==> src/rtl/seven_seg_scan_ctrl.sv <==
// Purpose : N-digit multiplexed 7-segment scan driver with shadow-register updates,
//           leading-zero blanking and a per-digit enable mask.
// Latency : out7/en_out are registered; they follow the scan index by one Clk.
//           A load becomes visible at the next frame start.
// Backpr. : none; load is a fire-and-forget strobe, and the last load before a frame start wins.
// Option  : define SEVSEG_BLINK_EN to add the blink_mask input and the BLINK_FRAMES frame counter.
module seven_seg_scan_ctrl #(
    parameter int NUM_DIGITS     = 8,
    parameter int PRESCALE       = 100000,
    parameter bit ACTIVE_LOW_OUT = 1'b1
`ifdef SEVSEG_BLINK_EN
    ,
    parameter int BLINK_FRAMES   = 64
`endif
) (
    input  logic                      Clk,
    input  logic                      Reset,
    input  logic [4*NUM_DIGITS-1:0]   value_in,
    input  logic                      load,
    input  logic                      blank_lz,
    input  logic [NUM_DIGITS-1:0]     digit_mask,
`ifdef SEVSEG_BLINK_EN
    input  logic [NUM_DIGITS-1:0]     blink_mask,
`endif
    output logic                      pending,
    output logic                      frame_tick,
    output logic [6:0]                out7,
    output logic [NUM_DIGITS-1:0]     en_out
);

    localparam int IDX_W = (NUM_DIGITS > 1) ? $clog2(NUM_DIGITS) : 1;
    localparam int PS_W  = (PRESCALE > 1)   ? $clog2(PRESCALE)   : 1;

    localparam logic [IDX_W-1:0]      LAST_IDX = IDX_W'(NUM_DIGITS - 1);
    localparam logic [PS_W-1:0]       LAST_PS  = PS_W'(PRESCALE - 1);

    // "Off" levels for the pins, depending on board polarity
    localparam logic [6:0]            SEG_OFF  = ACTIVE_LOW_OUT ? 7'h7F : 7'h00;
    localparam logic [NUM_DIGITS-1:0] EN_OFF   = ACTIVE_LOW_OUT ? {NUM_DIGITS{1'b1}}
                                                                : {NUM_DIGITS{1'b0}};
    localparam logic                  EN_ON_BIT = ~ACTIVE_LOW_OUT;

    // Active-high hex decode, bit order {g,f,e,d,c,b,a}; b and d are lowercase,
    // and 6 and 9 are drawn with their tails.
    function automatic logic [6:0] hex7(input logic [3:0] nib);
        logic [6:0] seg;
        seg = 7'h00;
        case (nib)
            4'h0: seg = 7'h3F;
            4'h1: seg = 7'h06;
            4'h2: seg = 7'h5B;
            4'h3: seg = 7'h4F;
            4'h4: seg = 7'h66;
            4'h5: seg = 7'h6D;
            4'h6: seg = 7'h7D;
            4'h7: seg = 7'h07;
            4'h8: seg = 7'h7F;
            4'h9: seg = 7'h6F;
            4'hA: seg = 7'h77;
            4'hB: seg = 7'h7C;
            4'hC: seg = 7'h39;
            4'hD: seg = 7'h5E;
            4'hE: seg = 7'h79;
            4'hF: seg = 7'h71;
            default: seg = 7'h00;
        endcase
        return seg;
    endfunction

    // State
    logic [PS_W-1:0]          prescale_q, prescale_d;
    logic [IDX_W-1:0]         index_q,    index_d;
    logic [4*NUM_DIGITS-1:0]  shadow_q,   shadow_d;
    logic [4*NUM_DIGITS-1:0]  display_q,  display_d;
    logic                     pending_q,  pending_d;
    logic                     frame_tick_q, frame_tick_d;
    logic [6:0]               seg_q,      seg_d;
    logic [NUM_DIGITS-1:0]    en_q,       en_d;

    // Combinational helpers
    logic                     slot_tick;
    logic                     frame_start;
    logic                     lz_run;
    logic [NUM_DIGITS-1:0]    lz_dark;
    logic [NUM_DIGITS-1:0]    blink_dark;
    logic [NUM_DIGITS-1:0]    digit_dark;
    logic [3:0]               cur_nib;
    logic                     cur_dark;

    // Prescaler and scan index: one slot per PRESCALE cycles, wrap to digit 0 marks a frame
    always_comb begin
        slot_tick   = (prescale_q == LAST_PS);
        prescale_d  = slot_tick ? '0 : prescale_q + PS_W'(1);
        index_d     = index_q;
        if (slot_tick) begin
            index_d = (index_q == LAST_IDX) ? '0 : index_q + IDX_W'(1);
        end
        frame_start = slot_tick && (index_q == LAST_IDX);
    end

    // Shadow/display handoff: a load always lands in the shadow; the display only
    // takes the shadow at a frame start, so a digit never changes mid-frame.
    always_comb begin
        shadow_d     = load ? value_in : shadow_q;
        display_d    = display_q;
        pending_d    = pending_q;
        frame_tick_d = frame_start;
        if (frame_start && pending_q) begin
            display_d = shadow_q;
            pending_d = 1'b0;
        end
        // A load coinciding with the transfer leaves fresh data waiting
        if (load) begin
            pending_d = 1'b1;
        end
    end

    // Leading-zero blanking: walk from the most significant digit down while every nibble is zero
    always_comb begin
        lz_run  = 1'b1;
        lz_dark = '0;
        for (int i = NUM_DIGITS - 1; i >= 0; i--) begin
            lz_run     = lz_run && (display_q[4*i +: 4] == 4'h0);
            lz_dark[i] = blank_lz && lz_run && (i != 0);
        end
    end

`ifdef SEVSEG_BLINK_EN
    localparam int BF_W = $clog2(2 * BLINK_FRAMES);
    localparam logic [BF_W-1:0] BF_LAST = BF_W'(2 * BLINK_FRAMES - 1);
    localparam logic [BF_W-1:0] BF_HALF = BF_W'(BLINK_FRAMES);

    logic [BF_W-1:0] blink_cnt_q, blink_cnt_d;

    // Frame counter over one full blink period; the upper half is the dark phase
    always_comb begin
        blink_cnt_d = blink_cnt_q;
        if (frame_start) begin
            blink_cnt_d = (blink_cnt_q == BF_LAST) ? '0 : blink_cnt_q + BF_W'(1);
        end
        blink_dark = (blink_cnt_q >= BF_HALF) ? blink_mask : '0;
    end

    // Blink frame counter register
    always_ff @(posedge Clk or negedge Reset) begin
        if (!Reset) begin
            blink_cnt_q <= '0;
        end else begin
            blink_cnt_q <= blink_cnt_d;
        end
    end
`else
    // Without the blink option no digit is ever blink-darkened
    always_comb begin
        blink_dark = '0;
    end
`endif

    // Per-digit darkness: mask, then leading-zero blanking, then blink
    always_comb begin
        digit_dark = ~digit_mask | lz_dark | blink_dark;
    end

    // Output decode for the current slot; at most one enable bit is ever driven on
    always_comb begin
        cur_nib  = 4'h0;
        cur_dark = 1'b1;
        en_d     = EN_OFF;
        for (int i = 0; i < NUM_DIGITS; i++) begin
            if (index_q == IDX_W'(i)) begin
                cur_nib  = display_q[4*i +: 4];
                cur_dark = digit_dark[i];
                if (!digit_dark[i]) begin
                    en_d[i] = EN_ON_BIT;
                end
            end
        end
        if (cur_dark) begin
            seg_d = SEG_OFF;
        end else if (ACTIVE_LOW_OUT) begin
            seg_d = ~hex7(cur_nib);
        end else begin
            seg_d = hex7(cur_nib);
        end
    end

    // State registers; reset restarts the scan at digit 0 and drops any queued value
    always_ff @(posedge Clk or negedge Reset) begin
        if (!Reset) begin
            prescale_q   <= '0;
            index_q      <= '0;
            shadow_q     <= '0;
            display_q    <= '0;
            pending_q    <= 1'b0;
            frame_tick_q <= 1'b0;
            seg_q        <= SEG_OFF;
            en_q         <= EN_OFF;
        end else begin
            prescale_q   <= prescale_d;
            index_q      <= index_d;
            shadow_q     <= shadow_d;
            display_q    <= display_d;
            pending_q    <= pending_d;
            frame_tick_q <= frame_tick_d;
            seg_q        <= seg_d;
            en_q         <= en_d;
        end
    end

    assign pending    = pending_q;
    assign frame_tick = frame_tick_q;
    assign out7       = seg_q;
    assign en_out     = en_q;

endmodule

==> config.mk <==
export PLATFORM = sky130hd
export DESIGN_NAME = seven_seg_scan_ctrl
export DESIGN_NICKNAME = d
export VERILOG_FILES = /design/src/rtl/seven_seg_scan_ctrl.sv
export SDC_FILE = /design/constraint.sdc
export NUM_CORES = 1
export LEC_CHECK = 0
export ABC_AREA = 1
export ABC_CLOCK_PERIOD_IN_PS = 5800
export CORE_MARGIN = 10
export CORE_UTILIZATION = 47
export CTS_BUF_LIST = sky130_fd_sc_hd__clkbuf_4 sky130_fd_sc_hd__clkbuf_8
export DETAILED_ROUTE_END_ITERATION = 10
export PLACE_DENSITY_LB_ADDON = 0.12
export SLEW_MARGIN = 20
export SYNTH_ARGS = -nofsm -noshare
export SYNTH_HDL_FRONTEND = slang
export SYNTH_SLANG_ARGS = --single-unit
==> constraint.sdc <==
create_clock -name Clk -period 5.8 [get_ports Clk]
set_input_delay 0.58 -clock Clk [delete_from_list [all_inputs] [get_ports Clk]]
set_output_delay 0.58 -clock Clk [all_outputs]
set_load 0.01 [all_outputs]
==> results of run 1 <==
==> stage by stage <==
| stage | hold WS (ns) | util (%) | power (mW) | cell area (um2) | setup WS [ns] |
|---|---|---|---|---|---|
| 2_1_floorplan | 0.284 | - | 0.780 | 4960 | 3.49 |
| 3_3_place_gp | 0.456 | 54.8 | 0.837 | 5660 | 3.26 |
| 3_5_place_dp | 0.459 | 54.8 | 0.839 | 5660 | 3.13 |
| 4_1_cts | 0.202 | 56.6 | 1.26 | 5840 | 3.08 |
| 5_1_grt | 0.230 | 56.6 | 1.30 | 5840 | 2.77 |
| 6_report | 0.190 | 56.6 | 1.24 | 5840 | 3.08 |
==> worst reg2reg max path, cell delays in order (launching register included) <==
cell      delay (ns)
dfrtp_1         0.42
inv_1           0.11
ha_1            0.29
inv_1           0.13
nand3_1         0.10
o21ai_1         0.06
nand2_1         0.05
o21ai_0         0.07
nand2_1         0.06
a21oi_1         0.06
o21ai_1         0.15
nand3_1         0.09
o21ai_1         0.25
inv_1           0.15
ha_1            0.29
inv_1           0.06
nand2_1         0.06
o211ai_1        0.10
nand2_1         0.07
inv_1           0.05
nand2_1         0.04
==> layout by cell type, fill, tap and decap left out, types with 2 or more instances in the layout <==
cell type,instances
a21oi_1,32
buf_4,4
clkbuf_8,10
clkdlybuf4s50_1,59
clkinv_1,2
clkinv_2,2
clkinv_4,2
dfrtp_1,86
dfstp_2,15
ha_1,13
inv_1,98
inv_2,3
mux2i_1,13
nand2_1,165
nand2_2,8
nand2_4,3
nand3_1,30
nand3_2,2
nand4_1,4
nor2_1,38
nor2_2,2
nor3_1,7
nor4_1,5
nor4_2,3
o211ai_1,4
o21ai_0,13
o21ai_1,7
o21ai_2,3
xor2_1,3
==> power by group <==
| part | switching [mW] | internal (mW) |
|---|---|---|
| Combinational | 0.0409 | 0.0418 |
| Sequential | 0.0120 | 0.728 |
| Clock | 0.248 | 0.171 |
==> state kept, by name, indices dropped and copies added (netlist names) <==
register and count:
pending 1, frame_tick 1, prescale_q 17, index_q 3, en_out 8, out7 7
display_q 32, shadow_q 32
==> path summary, 6_finish.rpt <==
path | start | endpoint
max | index_q[1] | out7[3]
min | Reset | prescale_q[7]
max reg2reg | index_q[1] | out7[3]
min reg2reg | shadow_q[13] | shadow_q[13]
max in group asynchronous | Reset | shadow_q[21]
min in group Clk | shadow_q[13] | shadow_q[13]
==> layer usage <==
layer,up-vias,GRT usage (%)
met2,78,22.0
li1,1949,-
met3,13,4.45
met4,0,4.05
met5,-,0
met1,1667,18.2
==> cells by family after synthesis <==
| group | Yosys count |
|---|---|
| XOR/XNOR | 3 |
| flip-flops | 101 |
| multiplexers | 13 |
| adder cells (fa/ha/maj) | 13 |
| AO/OA/AOI/OAI | 66 |
| AND/OR/NAND/NOR | 273 |
| buffers and inverters | 118 |
==> cell type report <==
class                      instances  area, um2
clock inverter                     6       46.3
clock buffer                      10        138
timing repair buffer              63        621
sequential                       101       2550
inverter                         105        402
fill                             931       4480
multi-input combinational        368       1920
tap                              136        170
==> out/qor.yml, run 1 <==
run_status:
  status: "finished clean"
flow_run:
  cap_violations: 0
finish:
  n_antenna_cell: 0
  syn_to_final_growth_pct: 17.7
  fin_cells: 789
  final_layout_size_suffix_gt1_share_pct: 10.4
  nets: 705
yosys:
  syn_area_um2: 4960
  synth_cells: 587
  syn_area_per_cell_um2: 8.45
  synth-adder-area-share_pct: 3.28
  ys_warn_count: 0
  ys.flop_type: "dfrtp_1"
  netlist_top_cells_area: "dfrtp_1 43%, nand2_1 12%, dfstp_2 7.9%, inv_1 7.5%, ha_1 3.3%"
  yosysSeqAreaShare_pct: 51.3
  ys_top_cells_by_count: "165 x nand2_1, 99 x inv_1, 86 x dfrtp_1"
  synth_nets: 644
  synth_top_area_cell: "dfrtp_1"
  synth_edf_count: 0
  synth_top_family_by_area: "simple AND/OR/NAND/NOR gates"
  ys_ff_latch: 101
  synth_cell_types: 44
  async_flop_share_pct: 100
  synthSimpleGateAreaFrac_pct: 24.6
  yosysMostFrequentCell: "nand2_1"
  yosysTopAreaCellShare_pct: 43.4
  synth_xor_area_share_pct: 0.530
  muxShareOfSynthArea_pct: 2.62
  synth_compound_area_share_pct: 7.61
critical_path:
  required_ns: 6.10
  rrSetupSlack_ns: 3.08
  crit_fanout: 6
  critPathTopFamily: "compound AO/OA/AOI/OAI gates"
  slowest_stage: "dfrtp_1"
  cp_slowest_stage_delay_ns: 0.42
  cp.buffers_inverters: 5
  ff2ff_path_depth: 20
  criticalPathCategory: "reg2reg"
  worstSetupEndpointType: "flop"
  critPathLaunchType: "flop"
  path_cells: "inv_1 -> ha_1 -> inv_1 -> nand3_1 -> o21ai_1 -> nand2_1 -> o21ai_0 -> nand2_1 -> a21oi_1 -> o21ai_1 -> nand3_1 -> o21ai_1 -> inv_1 -> ha_1 -> inv_1 -> nand2_1 -> o211ai_1 -> nand2_1 -> inv_1 -> nand2_1"
  cp.depth: 20
  arrival_ns: 3.02
clocking:
  root_buffer: "clkbuf_8"
  cts_resized: 0
  postCtsSetupBuffers: 0
  cts_tree: "built"
  clock_sinks: 101
  insertion_delay_ns: 0.38
  path_clk_slew_ns: 0.10
  cts_buffer_depth: 2
  cts.hold.buffers_added: 0
  cts_made_buffers: 9
  cts.htree.levels: 3
power:
  p_leak_nw: 3.12
  power_density_nw_per_um2: 213
  irDropWorstVdd_mv: 0.176
routing:
  drc: 0
  num_vias: 3707
  dr.pass1.iters: 4
  wl_met1_mm: 4.75
  wl_met2_mm: 4.73
  drt-total-wl_mm: 10.1
  wl_met3_um: 499
  post_drt_wl_per_cell_um: 12.9
  top_layer_used: "met4"
  drtAntennaViolNets: 0
  via_per_inst: 4.70
  drt_iter0_drc: 248
floorplan:
  dieHeight_um: 123
  start_util_pct: 48.1
  row_count: 37
  design.core.area_um2: 10300
  die_w_um: 123
  ioPinCount: 61
  die_area_um2: 15100
timing:
  tns_ns: 0
  finalHoldViolations: 0
  finalSetupViolations: 0
  period_share_pct: 46.9
  rsz0062_at_grt: "no"
  period_minus_slack_ns: 2.72
  fmax_mhz: 368
  slew_headroom_pct: 34.9
  slew_violations: 0
  worstMarginPinSlew_ns: 0.970
  finalClockSkew_ns: 0.0142
placement:
  place_hpwl_mm: 7.70
  place_congestion: 0.859
  dp.cells: 773
  numPortBuffers: 60
global_routing:
  antenna_found_initial: 0
  grt_pass1_vias: 3607
  grt_usage_pct: 14.0
  overflow: 0
  grt_max_degree: 56
  grt_pass1_wl_mm: 17.0
min_path:
  hold_class: "in2async"
Note: power is estimated with default switching activity, not from simulation.
==> run 2: changes to the inputs <==
- ABC_CLOCK_PERIOD_IN_PS: 5800 -> 2650
- clock period: 5.8 -> 2.65 ns (I/O delays scaled with it)
==> out/qor.yml, run 2 (synthesized netlist as in run 1, its figures left out) <==
critical_path:
  criticalPathCategory: "reg2reg"  # unchanged
  slowest_stage: "dfrtp_1"  # unchanged
  cp_slowest_stage_delay_ns: 0.43  # was 0.42 ns
  path_cells: "buf_4 -> ha_2 -> nand2_4 -> inv_2 -> nand2_1 -> nand3_2 -> o211ai_1 -> nand3_1 -> o211ai_1 -> o211ai_1 -> nand2_1 -> nand2_2 -> buf_4 -> ha_1 -> nand2_2 -> o21ai_1 -> nand2_1 -> nand2_1 -> inv_1 -> nand2_1"  # was inv_1 -> ha_1 -> inv_1 -> nand3_1 -> o21ai_1 -> nand2_1 -> o21ai_0 -> nand2_1 -> a21oi_1 -> o21ai_1 -> nand3_1 -> o21ai_1 -> inv_1 -> ha_1 -> inv_1 -> nand2_1 -> o211ai_1 -> nand2_1 -> inv_1 -> nand2_1
  cp.buffers_inverters: 4  # was 5
  worstSetupEndpointType: "flop"  # unchanged
  arrival_ns: 2.80  # was 3.02 ns
  required_ns: 2.95  # was 6.10 ns
  critPathLaunchType: "flop"  # unchanged
  critPathTopFamily: "simple AND/OR/NAND/NOR gates"  # was compound AO/OA/AOI/OAI gates
  crit_fanout: 4  # was 6
  critPathMostFrequentCell: "nand2_1"
finish:
  syn_to_final_growth_pct: 22.4  # was 17.7%
  final_common_cell: "nand2_1"  # unchanged
  final_layout_size_suffix_gt1_share_pct: 14.8  # was 10.4%
  nets: 720  # was 705
  stdcell_area_um2: 6070  # was 5840 um2
  n_antenna_cell: 0  # unchanged
  layout_common_cells: "164 x nand2_1, 94 x inv_1, 85 x dfrtp_1, 59 x clkdlybuf4s50_1, 38 x nor2_1"  # was 165 x nand2_1, 98 x inv_1, 86 x dfrtp_1, 59 x clkdlybuf4s50_1, 38 x nor2_1
  largestRegisters: "display_q x32, shadow_q x32, prescale_q x17"  # unchanged
timing:
  finalHoldViolations: 0  # unchanged
  finalSetupViolations: 0  # unchanged
  worstMarginPinSlew_ns: 0.621  # was 0.970 ns
  period_minus_slack_ns: 2.50  # was 2.72 ns
  slew_headroom_pct: 58.6  # was 34.9%
  finalClockSkew_ns: 0.0112  # was 0.0142 ns
  period_share_pct: 94.5  # was 46.9%
  slew_violations: 0  # unchanged
  fmax_mhz: 399  # was 368 MHz
  tns_ns: 0  # unchanged
routing:
  via_per_inst: 4.82  # was 4.70
  drtAntennaViolNets: 0  # unchanged
  drc: 0  # unchanged
  drt_iter0_drc: 260  # was 248
  drt-total-wl_mm: 10.6  # was 10.1 mm
  dr.pass1.iters: 5  # was 4
  post_drt_wl_per_cell_um: 13.1  # was 12.9 um
  num_vias: 3877  # was 3707
clocking:
  path_clk_slew_ns: 0.09  # was 0.10 ns
  insertion_delay_ns: 0.37  # was 0.38 ns
  cts_made_buffers: 9  # unchanged
  root_buffer: "clkbuf_8"  # unchanged
  clock_sinks: 101  # unchanged
  cts.htree.levels: 3  # unchanged
  cts_buffer_depth: 2  # unchanged
  cts_tree: "built"  # unchanged
placement:
  numPortBuffers: 60  # unchanged
  place_congestion: 0.873  # was 0.859
  placed_area_um2: 5720  # was 5660 um2
  place_hpwl_mm: 7.72  # was 7.70 mm
global_routing:
  antenna_found_initial: 0  # unchanged
  grt_pass1_vias: 3802  # was 3607
  overflow: 0  # unchanged
  grt_pass1_wl_mm: 17.9  # was 17.0 mm
  grt_usage_pct: 14.5  # was 14.0%
  grt_max_degree: 54  # was 56
floorplan:
  die_w_um: 123  # unchanged
  row_count: 37  # unchanged
  start_util_pct: 48.1  # unchanged
  die_area_um2: 15100  # unchanged
  ioPinCount: 61  # unchanged
  dieHeight_um: 123  # unchanged
  design.core.area_um2: 10300  # unchanged
min_path:
  hold_class: "in2reg"  # was in2async
run_status:
  status: "finished clean"  # unchanged
power:
  p_leak_nw: 3.22  # was 3.12 nW
  power_density_nw_per_um2: 475  # was 213 nW/um2
  p_total_mw: 2.89  # was 1.24 mW
  irDropWorstVdd_mv: 0.325  # was 0.176 mV
flow_run:
  cap_violations: 0  # unchanged
[run 2: area by class of cell]
class	instances	area [um2]
Sequential cell	101	2550
Fill cell	942	4250
Multi-Input combinational cell	368	1970
Tap cell	136	170
Timing Repair Buffer	78	761
Inverter	105	402
Clock inverter	5	81.3
Clock buffer	11	145
[run 2: worst register-to-register path, cell delays in order, from the launching register on]
cell and delay, ns:
dfrtp_1 0.43, buf_4 0.15, ha_2 0.22, nand2_4 0.11, inv_2 0.05, nand2_1 0.10
nand3_2 0.10, o211ai_1 0.09, nand3_1 0.08, o211ai_1 0.09, o211ai_1 0.12, nand2_1 0.08
nand2_2 0.07, buf_4 0.14, ha_1 0.23, nand2_2 0.10, o21ai_1 0.07, nand2_1 0.06
nand2_1 0.05, inv_1 0.06, nand2_1 0.04
[run 2: metal layers]
| layer | wire [um] | GRT usage, % |
|---|---|---|
| met3 | 463 | 3.76 |
| met5 | 0 | 0 |
| met1 | 4900 | 18.5 |
| met4 | 229 | 4.86 |
| met2 | 4970 | 23.4 |
[run 2: through the flow]
stage                     util (%)  cells  setup slack (ns)  hold WS (ns)
final                         58.8    804             0.146         0.423
after floorplan                  -    587             0.336       -0.0306
after global placement        55.4    778             0.270         0.322
after detailed placement      55.4    778             0.121         0.326
after global routing          58.8    804           -0.0530         0.413
after CTS                     57.7    795            0.0710         0.400
[run 2: repair_timing]
item | CTS | global route
hold endpoints to repair | 36 | 0
buffers inserted | 0 | 9
endpoints found under the setup margin | 0 | 7
hold buffers | 1 | 0
gates resized for setup | 0 | 19
[run 2: path summary, 6_finish.rpt]
path | start | to | slack [ns] | depth (start not counted)
setup / recovery | index_q[0] | out7[3] | 0.15 | 20
hold / removal | value_in[3] | shadow_q[3] | 0.42 | 3
setup reg to reg | index_q[0] | out7[3] | 0.15 | 20
hold reg to reg | shadow_q[16] | display_q[16] | 0.48 | 2
max in group asynchronous | Reset | en_out[1] | 1.49 | 3
min in group asynchronous | Reset | prescale_q[13] | 0.44 | 2
[run 2: power breakdown]
| group | internal [mW] | leakage [nW] | switching [mW] |
|---|---|---|---|
| logic | 0.0951 | 1.82 | 0.0918 |
| registers | 1.59 | 1.28 | 0.0248 |
| clock network | 0.570 | 0.113 | 0.512 |
